`src/rtl/lc4_rename_ctrl_if.sv`:
```
// Decode/rename, commit and free-list signal bundle for lc4_rename_ctrl.
// slave = rename controller side, master = decode/ROB/free-list side.
interface lc4_rename_ctrl_if #(
  parameter int unsigned WA = 3,
  parameter int unsigned WP = 4
) ();
  logic          dec_valid;
  logic          dec_dst_we;
  logic [WA-1:0] dec_dst;
  logic [WA-1:0] dec_src1;
  logic [WA-1:0] dec_src2;
  logic          dec_ready;
  logic [WP-1:0] ren_dst;
  logic [WP-1:0] ren_src1;
  logic [WP-1:0] ren_src2;
  logic [WP-1:0] ren_old_dst;
  logic          cmt_valid;
  logic          cmt_dst_we;
  logic [WA-1:0] cmt_arch;
  logic [WP-1:0] cmt_new_pr;
  logic [WP-1:0] cmt_old_pr;
  logic          fl_full;
  logic [WP-1:0] fl_next;
  logic          fl_alloc;
  logic          fl_dealloc;
  logic          fl_flush;
  logic [WP-1:0] fl_cpr;

  modport slave (
    input  dec_valid, dec_dst_we, dec_dst, dec_src1, dec_src2,
    input  cmt_valid, cmt_dst_we, cmt_arch, cmt_new_pr, cmt_old_pr,
    input  fl_full, fl_next,
    output dec_ready, ren_dst, ren_src1, ren_src2, ren_old_dst,
    output fl_alloc, fl_dealloc, fl_flush, fl_cpr
  );

  modport master (
    output dec_valid, dec_dst_we, dec_dst, dec_src1, dec_src2,
    output cmt_valid, cmt_dst_we, cmt_arch, cmt_new_pr, cmt_old_pr,
    output fl_full, fl_next,
    input  dec_ready, ren_dst, ren_src1, ren_src2, ren_old_dst,
    input  fl_alloc, fl_dealloc, fl_flush, fl_cpr
  );
endinterface

```
`src/rtl/lc4_rename_ctrl.sv`:
```
// LC4 register-rename controller: speculative/committed maps, free-list sequencing, flush recovery walk.
// Optional stall counter enabled by defining LC4_RENAME_STALL_CNT_EN.
module lc4_rename_ctrl #(
  parameter int unsigned NA = 8,
  parameter int unsigned NP = 16,
  parameter int unsigned WA = 3,
  parameter int unsigned WP = 4
) (
  input  logic                 clk,
  input  logic                 rst,
  input  logic                 gwe,
  input  logic                 flush,
  lc4_rename_ctrl_if.slave     rn,
  output logic                 busy,
  output logic [15:0]          stall_cnt
);

  typedef enum logic {RUN, RECOVER} state_t;

  state_t        state, state_nxt;
  logic [WP-1:0] cnt, cnt_nxt;
  logic [WP-1:0] spec_map [NA];
  logic [WP-1:0] cmt_map  [NA];
  logic          ready, alloc, dealloc, walk_done, in_cmt;
  logic [WP-1:0] cpr;

  always_comb begin
    state_nxt = state;
    cnt_nxt   = cnt;
    ready     = 1'b0;
    alloc     = 1'b0;
    dealloc   = 1'b0;
    cpr       = '0;
    busy      = 1'b0;
    walk_done = 1'b0;
    in_cmt    = 1'b0;
    unique case (state)
      RUN: begin
        ready   = ~flush & (~rn.dec_dst_we | ~rn.fl_full);
        alloc   = rn.dec_valid & ready & rn.dec_dst_we;
        dealloc = rn.cmt_valid & rn.cmt_dst_we;
        cpr     = rn.cmt_old_pr;
        if (flush) begin
          state_nxt = RECOVER;
          cnt_nxt   = '0;
        end
      end
      RECOVER: begin
        busy = 1'b1;
        cpr  = cnt;
        // A register referenced by the committed map is live; every other one is returned.
        for (int unsigned i = 0; i < NA; i++) begin
          if (cmt_map[i] == cnt) in_cmt = 1'b1;
        end
        dealloc   = ~in_cmt;
        walk_done = (cnt == WP'(NP - 1));
        cnt_nxt   = walk_done ? '0 : cnt + 1'b1;
        if (walk_done) state_nxt = RUN;
      end
      default: state_nxt = RUN;
    endcase
  end

  always_ff @(posedge clk or negedge rst) begin
    if (!rst) begin
      state <= RUN;
      cnt   <= '0;
      for (int unsigned i = 0; i < NA; i++) begin
        spec_map[i] <= WP'(i);
        cmt_map[i]  <= WP'(i);
      end
    end else if (gwe) begin
      state <= state_nxt;
      cnt   <= cnt_nxt;
      if (state == RUN) begin
        if (alloc)   spec_map[rn.dec_dst] <= rn.fl_next;
        if (dealloc) cmt_map[rn.cmt_arch] <= rn.cmt_new_pr;
      end else if (walk_done) begin
        spec_map <= cmt_map;
      end
    end
  end

  assign rn.dec_ready   = ready;
  assign rn.ren_src1    = spec_map[rn.dec_src1];
  assign rn.ren_src2    = spec_map[rn.dec_src2];
  assign rn.ren_old_dst = spec_map[rn.dec_dst];
  assign rn.ren_dst     = rn.dec_dst_we ? rn.fl_next : '0;
  assign rn.fl_alloc    = alloc;
  assign rn.fl_dealloc  = dealloc;
  assign rn.fl_cpr      = cpr;
  assign rn.fl_flush    = 1'b0;

`ifdef LC4_RENAME_STALL_CNT_EN
  logic [15:0] stall_q;

  always_ff @(posedge clk or negedge rst) begin
    if (!rst) begin
      stall_q <= '0;
    end else if (gwe && rn.dec_valid && !ready && stall_q != '1) begin
      stall_q <= stall_q + 16'd1;
    end
  end

  assign stall_cnt = stall_q;
`else
  assign stall_cnt = '0;
`endif

endmodule

```
`src/flat_wrapper.sv`:
```
// flat-port wrapper written by rule: the top's interface ports become plain ports
module lc4_rename_ctrl_flat 
#(
  parameter int unsigned NA = 8,
  parameter int unsigned NP = 16,
  parameter int unsigned WA = 3,
  parameter int unsigned WP = 4
)
  (clk, rst, gwe, flush, busy, stall_cnt, rn_dec_valid, rn_dec_dst_we, rn_dec_dst, rn_dec_src1, rn_dec_src2, rn_cmt_valid, rn_cmt_dst_we, rn_cmt_arch, rn_cmt_new_pr, rn_cmt_old_pr, rn_fl_full, rn_fl_next, rn_dec_ready, rn_ren_dst, rn_ren_src1, rn_ren_src2, rn_ren_old_dst, rn_fl_alloc, rn_fl_dealloc, rn_fl_flush, rn_fl_cpr);
  lc4_rename_ctrl_if #(.WA(WA), .WP(WP)) rn_i ();
  input  logic clk;
  input  logic rst;
  input  logic gwe;
  input  logic flush;
  output logic busy;
  output logic [15:0] stall_cnt;
  input wire logic [$bits(rn_i.dec_valid)-1:0] rn_dec_valid;
  input wire logic [$bits(rn_i.dec_dst_we)-1:0] rn_dec_dst_we;
  input wire logic [$bits(rn_i.dec_dst)-1:0] rn_dec_dst;
  input wire logic [$bits(rn_i.dec_src1)-1:0] rn_dec_src1;
  input wire logic [$bits(rn_i.dec_src2)-1:0] rn_dec_src2;
  input wire logic [$bits(rn_i.cmt_valid)-1:0] rn_cmt_valid;
  input wire logic [$bits(rn_i.cmt_dst_we)-1:0] rn_cmt_dst_we;
  input wire logic [$bits(rn_i.cmt_arch)-1:0] rn_cmt_arch;
  input wire logic [$bits(rn_i.cmt_new_pr)-1:0] rn_cmt_new_pr;
  input wire logic [$bits(rn_i.cmt_old_pr)-1:0] rn_cmt_old_pr;
  input wire logic [$bits(rn_i.fl_full)-1:0] rn_fl_full;
  input wire logic [$bits(rn_i.fl_next)-1:0] rn_fl_next;
  output wire logic [$bits(rn_i.dec_ready)-1:0] rn_dec_ready;
  output wire logic [$bits(rn_i.ren_dst)-1:0] rn_ren_dst;
  output wire logic [$bits(rn_i.ren_src1)-1:0] rn_ren_src1;
  output wire logic [$bits(rn_i.ren_src2)-1:0] rn_ren_src2;
  output wire logic [$bits(rn_i.ren_old_dst)-1:0] rn_ren_old_dst;
  output wire logic [$bits(rn_i.fl_alloc)-1:0] rn_fl_alloc;
  output wire logic [$bits(rn_i.fl_dealloc)-1:0] rn_fl_dealloc;
  output wire logic [$bits(rn_i.fl_flush)-1:0] rn_fl_flush;
  output wire logic [$bits(rn_i.fl_cpr)-1:0] rn_fl_cpr;
  assign rn_i.dec_valid = rn_dec_valid;
  assign rn_i.dec_dst_we = rn_dec_dst_we;
  assign rn_i.dec_dst = rn_dec_dst;
  assign rn_i.dec_src1 = rn_dec_src1;
  assign rn_i.dec_src2 = rn_dec_src2;
  assign rn_i.cmt_valid = rn_cmt_valid;
  assign rn_i.cmt_dst_we = rn_cmt_dst_we;
  assign rn_i.cmt_arch = rn_cmt_arch;
  assign rn_i.cmt_new_pr = rn_cmt_new_pr;
  assign rn_i.cmt_old_pr = rn_cmt_old_pr;
  assign rn_i.fl_full = rn_fl_full;
  assign rn_i.fl_next = rn_fl_next;
  assign rn_dec_ready = rn_i.dec_ready;
  assign rn_ren_dst = rn_i.ren_dst;
  assign rn_ren_src1 = rn_i.ren_src1;
  assign rn_ren_src2 = rn_i.ren_src2;
  assign rn_ren_old_dst = rn_i.ren_old_dst;
  assign rn_fl_alloc = rn_i.fl_alloc;
  assign rn_fl_dealloc = rn_i.fl_dealloc;
  assign rn_fl_flush = rn_i.fl_flush;
  assign rn_fl_cpr = rn_i.fl_cpr;
  lc4_rename_ctrl #(.NA(NA), .NP(NP), .WA(WA), .WP(WP)) u_core (.clk(clk), .rst(rst), .gwe(gwe), .flush(flush), .rn(rn_i), .busy(busy), .stall_cnt(stall_cnt));
endmodule
```
`config.mk`:
```
export PLATFORM = sky130hd
export DESIGN_NAME = lc4_rename_ctrl_flat
export DESIGN_NICKNAME = d
export VERILOG_FILES = /design/src/rtl/lc4_rename_ctrl_if.sv /design/src/rtl/lc4_rename_ctrl.sv /design/src/flat_wrapper.sv
export SDC_FILE = /design/constraint.sdc
export NUM_CORES = 1
export LEC_CHECK = 0
export CORE_MARGIN = 2
export CORE_UTILIZATION = 50
export CTS_CLUSTER_DIAMETER = 40
export DETAILED_ROUTE_END_ITERATION = 16
export GPL_ROUTABILITY_DRIVEN = 0
export PLACE_DENSITY = 0.84
export SLEW_MARGIN = 20
export SYNTH_ARGS = -nofsm -noshare
export SYNTH_HDL_FRONTEND = slang
export SYNTH_SLANG_ARGS = --single-unit
```
`constraint.sdc`:
```
create_clock -name clk -period 2.03 [get_ports clk]
set_clock_uncertainty 0.2 [all_clocks]
set_input_delay 0.3045 -clock clk [delete_from_list [all_inputs] [get_ports clk]]
set_output_delay 0.3045 -clock clk [all_outputs]
set_load 0.01 [all_outputs]
```
======== Word-level counts from Yosys, hierarchy flattened ========
Index checks and enable logic that the tools add are counted.
word-level totals
  input bits .............................. 33
  word-level logic and storage cells ...... 96
  output and inout bits ................... 41
  register bits after elaboration ......... 69
cells by class
  reductions and logical operators ........ 6
  magnitude comparators ................... 6
  bitwise operators ....................... 14
  mux-type cells .......................... 40
  add/subtract/negate cells ............... 1
  equal/unequal tests ..................... 11
operator list
  cell                                                                           number
  32-bit 2-to-1 mux                                                              3
  32-bit bitwise mux                                                             2
  4-bit 2-to-1 mux                                                               11
  4-bit binary-select mux with 3-bit select                                      3
  4-bit equality test                                                            8
  4-bit demux with 3-bit select                                                  2
  4-bit >= comparator (second input constant)                                    4
  3-bit NOT with 4-bit output                                                    4
  4-bit case mux with 2 select lines                                             2
  1-bit 2-to-1 mux                                                               15
  4-bit by 1-bit less-than comparator with 1-bit output (second input constant)  2
  3-bit AND reduction                                                            2
  1-bit NOT                                                                      5
  4-bit by 1-bit adder with 4-bit output (second input constant)                 1
  1-bit bitwise AND                                                              4
  4-bit equality test (second input constant)                                    1
  2-bit != test (second input constant)                                          2
  1-bit case mux with 2 select lines                                             2
  1-bit logical AND                                                              2
  2-bit AND reduction                                                            1
  2-bit nonzero test                                                             1
  1-bit OR                                                                       1

======== Logic depth before layout (Yosys ltp) ========
Gate-level depths: netlist of run 1.
  word-level depth ........................ 13
  mapped depth ............................ 9
  mapped depth without buffers ............ 6

======== Least setup slack after synthesis of run 1 ========
OpenSTA, ideal clock, no wires.
  path type ............................... register to register
  from .................................... register u_core.cnt[0]
  to ...................................... register u_core.spec_map[11] in the netlist's numbering
  clock period less this slack ............ 2.114 ns
  required time ........................... 1.686 ns
  library setup time ...................... 0.144 ns
  stages on the path, launching flop included .. 10
  path buffers ............................ 3
  setup slack ............................. -0.084 ns
  arrival time ............................ 1.770 ns
  path through ............................ dfrtp_1 > ha_1 > and3_1 > a22o_1 > buf_6 > and2_4 > buf_12 > buf_12 > o22ai_2 > a21oi_2
between the ends
  word-level cells in the longest chain between the ends .. 4
RTL lines
  element                        line                   RTL
  start, declared                lc4_rename_ctrl.sv:21  logic [WP-1:0] cnt, cnt_nxt;
  start signal, assigned         lc4_rename_ctrl.sv:74  cnt <= cnt_nxt;
  4-bit equality test            lc4_rename_ctrl.sv:56  walk_done = (cnt == WP'(NP - 1));
  1-bit 2-to-1 mux               lc4_rename_ctrl.sv:37  unique case (state)
  2-bit != test (no line)        -
  3-bit AND reduction (no line)  -
  end signal, assigned by index  lc4_rename_ctrl.sv:69  spec_map[i] <= WP'(i);
  end signal, assigned by index  lc4_rename_ctrl.sv:76  if (alloc) spec_map[rn.dec_dst] <= rn.fl_next;
  end signal, assigned           lc4_rename_ctrl.sv:79  spec_map <= cmt_map;
  end, declared                  lc4_rename_ctrl.sv:22  logic [WP-1:0] spec_map [NA];
No other way between the ends.
A chain may end at the register's enable or synchronous reset.

======== Worst setup path in the final report of run 1 ========
  from .................................... register u_core.cnt[0]
  to ...................................... output rn_fl_dealloc
between the ends
  word-level cells in the longest chain between the ends .. 12
  elaborated cells on any way between the ends .. 19
  classes of those cells .................. eq/ne: 8; mux: 10; bitwise: 1
RTL lines
  element                               line                   RTL
  4-bit equality test                   lc4_rename_ctrl.sv:53  if (cmt_map[i] == cnt) in_cmt = 1'b1;
  1-bit 2-to-1 mux (7 in a row)         lc4_rename_ctrl.sv:53
  1-bit 2-to-1 mux *                    lc4_rename_ctrl.sv:53
  1-bit 2-to-1 mux *                    lc4_rename_ctrl.sv:37
  1-bit NOT *                           lc4_rename_ctrl.sv:55  dealloc = ~in_cmt;
  1-bit case mux with 2 select lines *  lc4_rename_ctrl.sv:37
  end, declared                         flat_wrapper.sv:35     output wire logic [$bits(rn_i.fl_dealloc)-1:0] rn_fl_dealloc;
Mark *: on every way between the ends. The rest lies on a longest branch, timed or not. The select of a mux whose other input is x is not followed.

==> metrics, run 1 <==
Synth area leader dfrtp_1; Crit. Startpoint u_core.cnt[0]$_DFFE_PN0P_; CP Cell Sequence xor2_2, nor4_2, a41oi_1, nand4_1, o22ai_2, buf_2; Core Rows 35; Layout area overhead 51.1%; power per standard cell area 1260 nW/um2; Worst R2R Setup Slack -0.27 ns; Via density 6.41; Simple-Gate Fraction of Synth Area 7.41%; YS warnings 0; Clock Pin Slew Worst Setup and Hold Paths 0.07 ns; mux contribution to synthesized area approximately a fifth; via count between 4000 and 5000; complex-gate fraction of the synthesized area between 20% and 30%; FF+latch count, synth 69; Synth Area in Adders 0.260%; largest net degree at the start of global routing 70; number of enable flip-flop cells after synthesis 0; global route total overflow 0; RSZ-0062 raised after global routing yes; post-route ant nets 0; largest family of logic cells by synthesized area compound AO/OA/AOI/OAI gates; worst-path fanout max 6; via count of the first global-routing pass 4765; nets a little over 600; critical path buffer and inverter count 1; minimum clock period 2.31 ns; CTS Sinks 69; Tcrit/Tclk final 114%; Area contributors post-synth dfrtp_1 (23%), dfstp_2 (13%), mux2_2 (11%); CTS tree done; Synth async-reset ratio 100%; Max Slew Vio Count 0; Final HPWL DP 10.6 mm; first-pass GRT wire length 26.3 mm; die area 10400 um2; status finished with violations; Top delay family on crit path flip-flops; Root Driver clkbuf_8; Post-Synthesis Cells 412; Routed WL 17.5 mm; max-cap violations 0; Avg WL per Cell 24.6 um; Clock Path Buffers 2; Initial DRC Count between 400 and 500; initial antenna violation count 0; Post-Synth XOR/XNOR Area 5.83%; share of layout cells above drive strength 1 62.6%; total power 0.00916 W; Ports 74; HP Class input pin to async pin; All-Layer GR Usage 34.3%; Chip Width 102 um; H-Tree Depth 3; core box area ~9300 um2; DRC 0; height of the die 102 um; Cell Area, Synth 4810 um2; Initial Utilization 51.8%; I/O Buffers 56; CP Capture Type output pin; Netlist cell types 45; Final WS setup -0.276 ns; failing checks setup timing; share of the synthesized area in the top cell type 23.4%; register area share after synthesis 36.5%; critical path class flip-flop to output pin; number of cells on the critical path 6; worst skew pair latency 0.36 ns; Worst R2R Start u_core.cnt[1]$_DFFE_PN0P_; top_reg_cell synth dfrtp_1; Hold Fails Final Rpt 0; R2R Path End u_core.spec_map[12]$_DFFE_PN0P_; Arr. time, crit path 1.80 ns; worst reg-to-reg path cell count 9; Pre-antenna DRT Iters 5; critical path launch point type flip-flop; Syn Area/Cell 11.7 um2; Final Setup Violations between 40 and 50; worst path required time 1.53 ns; CTS buffer count 9; Max VDD drop 0.741 mV; antenna fix cells 0; leak pwr 3.00 nW; CP max stage delay 0.51 ns; dpl ws -0.853 ns; Max Freq 0.434 GHz; slowest CP cell dfrtp_2
-- how the worst max path moves through the flow --
stage / endpoint / slack [ns]
final: rn_fl_dealloc / -0.28
after detailed placement: rn_ren_old_dst[0] / -0.85
after global routing: rn_fl_dealloc / -0.39
after floorplan: u_core.spec_map[11]$_DFFE_PN0P_ / -0.01
after CTS: rn_fl_dealloc / -0.26
after global placement: rn_ren_old_dst[0] / -0.85
-- cell usage in the layout, fill, tap and decap left out, types with 3 or more instances in the layout --
master	n
dfrtp_1	40
nor2_1	6
a21oi_2	33
nand3_2	3
nand3b_1	3
o22ai_4	28
clkdlybuf4s50_1	25
dfrtp_2	5
mux4_2	17
a21oi_1	4
o22ai_1	23
nand3_4	7
mux2i_1	4
buf_12	9
buf_6	23
nand3_1	4
xnor2_1	23
nand4_1	6
xor2_2	4
clkbuf_2	3
buf_4	104
mux2_2	36
xor2_1	4
a22o_1	3
o22ai_2	14
conb_1	17
clkbuf_8	10
buf_2	7
nand2_1	9
dfstp_2	24
o21ai_0	4
nor3b_1	4
bufinv_16	3
and2_1	5
mux2_4	12
buf_16	5
dlygate4sd2_1	10
-- through the flow --
stage	util (%)	TNS (ns)	hold WS, ns	cell area (um2)	std cells
after CTS	76.7	-3.62	0.306	7120	707
final	78.3	-9.15	0.297	7270	712
after global routing	78.3	-10.59	0.344	7270	712
after global placement	66.8	-17.45	0.150	6200	674
after detailed placement	66.8	-20.99	0.156	6200	674
after floorplan	-	-0.184	-0.191	4880	428
-- metal layers --
| metal | vias up | wire length [um] | track usage (%) |
|---|---|---|---|
| met5 | - | 0 | 0 |
| met4 | 0 | 981 | 18.3 |
| met3 | 98 | 1330 | 4.79 |
| met2 | 324 | 8690 | 60.1 |
| met1 | 2254 | 6520 | 40.9 |
| li1 | 1887 | - | - |
-- synthesized netlist by cell type (8+ instances only) --
library cell  count
mux2_2           48
dfstp_2          24
o22ai_1          35
a21oi_2          30
nand3_1          14
xor2_1            8
buf_2            10
clkbuf_1         13
mux4_2           17
buf_4            20
nand2_1           9
dfrtp_1          45
o22ai_2          30
xnor2_1          24
-- state kept, by name (all words and copies together), names as in the netlist --
register         flops
u_core.state         1
u_core.cmt_map      32
u_core.cnt           4
u_core.spec_map     32
-- cell families (layout without fill, tap and decap cells) --
group	Yosys count	count (layout)
AOI/OAI and AO/OA	127	127
muxes	69	69
DFF	69	69
and+or+nand+nor	61	61
buffers and inverters	52	207
xor gates and xnor gates	32	32
adders and majority gates	1	1
other	1	17
-- tightest hold or removal path, stage by stage --
cell and delay, ns:
dlygate4sd3_1 0.52, buf_2 0.12, buf_12 0.32
-- power breakdown --
| part | total [W] | leakage, nW | switching [W] | internal, W |
|---|---|---|---|---|
| clock | 0.00139 | 0.121 | 0.000542 | 0.000849 |
| sequential | 0.00240 | 0.836 | 0.000535 | 0.00186 |
| combinational | 0.00538 | 2.05 | 0.00241 | 0.00296 |
-- what timing repair did --
action	CTS	global route
endpoints found under the setup margin	56	54
setup buffers	13	7
pin swaps	22	8
resized for setup	187	28
cloned	5	0
hold buffers	1	0
endpoints found under the hold margin	45	0
-- layout make-up --
class,count,area (um2)
inverters,2,7.51
flip-flops and latches,69,1760
clock buffers,12,145
clock inverters,4,95.1
repair buffers,189,1780
fillers,534,2020
multi-input cells,307,3310
well taps,129,161
(Power assumes the default switching activity.)
==> run 2, diff against run 1 <==
- CORE_MARGIN: 2 -> unset
- PLACE_DENSITY: 0.84 -> 0.78
==> metrics, run 2 (synthesis gave the netlist of run 1 again) <==
status finished with violations; failing checks setup timing; die area 10000 um2; Chip Width 100 um; critical path launch point type flip-flop; CP Capture Type flip-flop; Layout area overhead 46.2%; commonest non-fill, non-tap cell in the layout buf_4; CTS buffer count 9; Arr. time, crit path 2.35 ns; Root Driver clkbuf_8; Final WS setup -0.295 ns; DRC 0; HP Class input pin to async pin; Avg WL per Cell about 23 um; critical path class flip-flop to flip-flop; All-Layer GR Usage between 30% and 40%; CTS tree done; most frequent cells in the layout buf_4 (108), dfrtp_1 (39), mux2_2 (34), o22ai_1 (32), a21oi_2 (30); Final HPWL DP around 11 mm; share of layout cells above drive strength 1 60.5%; FILL cells 592; RSZ-0062 raised after global routing yes; Routed WL ~16 mm; leak pwr slightly below 3 nW; global route total overflow 0; power per standard cell area 1220 nW/um2; Initial Utilization 51.8%; I/O Buffers between 50 and 60; max-cap violations 0; R2R Path End u_core.spec_map[22]$_DFFE_PN0P_; Max VDD drop just over 0.8 mV; height of the die 100 um; Worst R2R Start u_core.cnt[0]$_DFFE_PN0P_; Worst R2R Setup Slack -0.29 ns; worst path required time about 2.1 ns; Ports 74; largest net degree at the start of global routing 70; core box area slightly above 9000 um2; antenna fix cells 0; initial antenna violation count 0; Max Freq 0.430 GHz; Tcrit/Tclk final 115%; Via density around 6.1; Pre-antenna DRT Iters 5; worst skew pair latency 0.34 ns; via count of the first global-routing pass 4517; Regs by FF count u_core.cmt_map x32, u_core.spec_map x32, u_core.cnt x4; Clock Pin Slew Worst Setup and Hold Paths 0.07 ns; H-Tree Depth 3; first-pass GRT wire length 23.7 mm; nets 619; Core Rows 35; post-route ant nets 0; Max Slew Vio Count 0; via count 4416; worst reg-to-reg path cell count 9; CTS Sinks 69; dpl ws -0.822 ns; worst slew pin tran 0.504 ns; setup TNS -9.94 ns; Final Setup Violations 46; Hold Fails Final Rpt 0; Initial DRC Count 281; Clock Path Buffers 2; slew margin rel. 66.0%; worst-path fanout max 8; minimum clock period about 2.3 ns
run 2: cell count changes in the layout (fill, tap and decap cells not counted), sizes merged:
cell	change
buf	+4
bufinv	-2
clkbuf	+2
clkinv	+1
clkinvlp	+1
dlygate4sd2	+1
run 2: stage by stage:
| stage | util (%) | power, W | instance area, um2 | cells | hold WS (ns) |
|---|---|---|---|---|---|
| detailed placement | 67.2 | 0.00647 | 6240 | 680 | 0.150 |
| CTS | 72.8 | 0.00804 | 6760 | 715 | 0.303 |
| floorplan | - | 0.00471 | 4880 | 428 | -0.191 |
| finish | 75.7 | 0.00860 | 7030 | 719 | 0.290 |
| global placement | 67.2 | 0.00631 | 6240 | 680 | 0.149 |
| global route | 75.7 | 0.00896 | 7030 | 719 | 0.340 |
run 2: metal layers:
metal	wire length [um]	vias up	part of all wire, %	track usage [%]
li1	-	1906	-	-
met1	6090	2180	37	38.0
met2	8150	265	50	54.8
met3	1210	65	7.4	5.71
met4	864	0	5.3	18.2
met5	0	-	0	0
run 2: power breakdown:
group / total (W) / internal, W / switching, W
logic: 0.00504 / 0.00286 / 0.00218
registers: 0.00240 / 0.00186 / 0.000540
clock network: 0.00116 / 0.000631 / 0.000524
run 2: timing repair:
item / CTS / global route
pin swaps: 13 / 9
hold buffers: 1 / 0
hold endpoints to repair: 45 / 0
endpoints found under the setup margin: 59 / 73
gates resized for setup: 136 / 42
cloned: 0 / 3
buffers inserted: 18 / 5
run 2: cell type report:
type / count / area, um2 / share of cell area [%]
flip-flops and latches: 69 / 1760 / 25.1
inverters: 2 / 7.51 / 0.107
clock buffers: 12 / 155 / 2.21
well taps: 129 / 161 / 2.30
multi-input cells: 307 / 3090 / 44.0
clock inverters: 4 / 47.5 / 0.676
repair buffers: 196 / 1800 / 25.7
run 2: critical path: stages (launching register included):
cell and delay [ns]:
dfrtp_2 0.49, buf_4 0.16, buf_4 0.15, ha_2 0.17, and3_4 0.18, a22o_4 0.24, and2_4 0.21, buf_12 0.16
o22ai_2 0.19, a21oi_2 0.05
run 2: worst max path at each step:
stage,from,end,cells after the start
floorplan,u_core.cnt[0]$_DFFE_PN0P_,u_core.spec_map[11]$_DFFE_PN0P_,9
global placement,rn_dec_dst[1],rn_ren_old_dst[0],6
detailed placement,rn_dec_dst[1],rn_ren_old_dst[0],6
CTS,u_core.cmt_map[17]$_DFFE_PN1P_,rn_fl_dealloc,6
global route,u_core.spec_map[4]$_DFFE_PN0P_,rn_ren_old_dst[0],5
finish,u_core.cnt[0]$_DFFE_PN0P_,u_core.spec_map[22]$_DFFE_PN0P_,9
==> run 3, diff against run 2 <==
- CORE_ASPECT_RATIO: unset -> 0.7
==> metrics, run 3 (synthesis gave the netlist of run 1 again) <==
power per standard cell area 1240 nW/um2; NetSw 0.00318 W; height of the die ~84 um; Combinational Power Share 53.6%; Max Freq 0.430 GHz; critical path class flip-flop to output pin; Arr. time, crit path between 1.5 and 2 ns; Avg WL per Cell 22.8 um; global route total overflow 0; CP Capture Type output pin; Hold Fails Final Rpt 0; initial antenna violation count 1; H-Tree Depth 3; worst-path fanout max 7; worst path required time 1.53 ns; Pre-antenna DRT Iters 5; Internal 0.00550 W; antenna fix cells 0; CP Cell Sequence xor2_1, nor4_2, a41oi_1, nand4_1, o22ai_1, buf_2; DP Area 6300 um2; Final HPWL DP ~12 mm; DRC 0; Root Driver clkbuf_16; All-Layer GR Usage 33.3%; commonest non-fill, non-tap cell in the layout buf_4; Seq pwr share between 20 and 30%; Regs by FF count u_core.cmt_map x32, u_core.spec_map x32, u_core.cnt x4; HP Class input pin to async pin; slew margin rel. 60.1%; Sw Share 36.6%; CP max stage delay 0.50 ns; failing checks setup timing; Tcrit/Tclk final 115%; core box area 9220 um2; worst skew pair latency between 0.3 and 0.4 ns; Clock Pin Slew Worst Setup and Hold Paths 0.05 ns; via count of the first global-routing pass 4478; Worst R2R Setup Slack -0.19 ns; largest net degree at the start of global routing 33; Finished Cell Area 7000 um2; Max Slew Vio Count 0; worst slew pin tran 0.599 ns; Final Setup Violations 47; Initial Utilization 52.2%; Final WS setup -0.297 ns; post-route ant nets 0; share of layout cells above drive strength 1 between 60% and 70%; Layout area overhead 45.5%; Clk pwr share roughly 19%; Core Rows 29; most frequent cells in the layout buf_4 (114), mux2_2 (39), dfrtp_1 (37), o22ai_1 (32), a21oi_2 (31); CTS Sinks 69; leak pwr around 3 nW; slowest CP cell dfrtp_2; nets slightly above 600; Max VDD drop 0.642 mV; Via density 6.19; Clock Path Buffers 2; first-pass GRT wire length 24.8 mm; via count between 4000 and 5000; CTS buffer count 9; CTS tree done; die area 10000 um2; Initial DRC Count 408; max-cap violations 0; total power a little under 0.009 W; Ports 74; I/O Buffers 56; critical path launch point type flip-flop; Chip Width 119 um; Routed WL 16.2 mm; minimum clock period around 2.3 ns; RSZ-0062 raised after global routing yes; status finished with violations
## run 3: repair_timing
item,in CTS,in global routing
setup endpoints to repair,56,52
hold buffers,1,0
hold endpoints to repair,13,0
cloned,0,0
setup buffers,7,8
gates resized for setup,139,17
pin swaps,6,4
## run 3: layout make-up
class                   instances  area (um2)
clock buffers                  15         268
clock inverters                 1        30.0
fillers                       559        2220
inverters                       2        7.51
multi-input cells             307        3010
flip-flops and latches         69        1770
well taps                     124         155
repair buffers                195        1760
## run 3: path summary, 6_finish.rpt
kind / startpoint / end / cells past startpoint
setup / recovery: u_core.cnt[2]$_DFFE_PN0P_ / rn_fl_dealloc / 6
hold / removal: rst / u_core.cmt_map[3]$_DFFE_PN0P_ / 2
setup reg to reg: u_core.cnt[0]$_DFFE_PN0P_ / u_core.spec_map[22]$_DFFE_PN0P_ / 9
hold reg to reg: u_core.cmt_map[29]$_DFFE_PN0P_ / u_core.cmt_map[29]$_DFFE_PN0P_ / 1
max in group asynchronous: rst / u_core.spec_map[16]$_DFFE_PN1P_ / 3
min in group clk: u_core.cmt_map[29]$_DFFE_PN0P_ / u_core.cmt_map[29]$_DFFE_PN0P_ / 1
## run 3: power groups by stage
stage | Clock (W) | Combinational (W) | Sequential (W)
after floorplan | 0 | 0.00247 | 0.00224
after global placement | 0 | 0.00401 | 0.00232
after detailed placement | 0 | 0.00419 | 0.00235
after CTS | 0.00161 | 0.00445 | 0.00235
after global routing | 0.00167 | 0.00491 | 0.00243
final | 0.00161 | 0.00465 | 0.00242
## run 3: critical path, delay by kind of cell (launching register included)
family | cells | cell delay [ns]
xor+xnor | 1 | 0.21
buf+inv | 1 | 0.15
compound gates | 2 | 0.17
simple gates | 2 | 0.46
flops | 1 | 0.50
## run 3: metal layers
layer  GRT usage [%]  up-vias  share of wire, %
met5               0        -                 0
met4            10.0        0               2.4
met3            11.1       45               9.9
met2            53.5      252                48
met1            42.4     2215                40
li1                -     1902                 -
## run 3: per-stage QoR
step / std cells / setup WS (ns) / utilization [%] / setup TNS, ns / hold WS [ns]
2_1_floorplan: 428 / -0.0102 / - / -0.184 / -0.191
3_3_place_gp: 681 / -0.729 / 68.3 / -16.44 / 0.123
3_5_place_dp: 681 / -0.774 / 68.3 / -18.91 / 0.130
4_1_cts: 705 / -0.273 / 74.3 / -5.74 / 0.320
5_1_grt: 713 / -0.337 / 75.9 / -9.26 / 0.372
6_report: 713 / -0.297 / 75.9 / -7.18 / 0.317
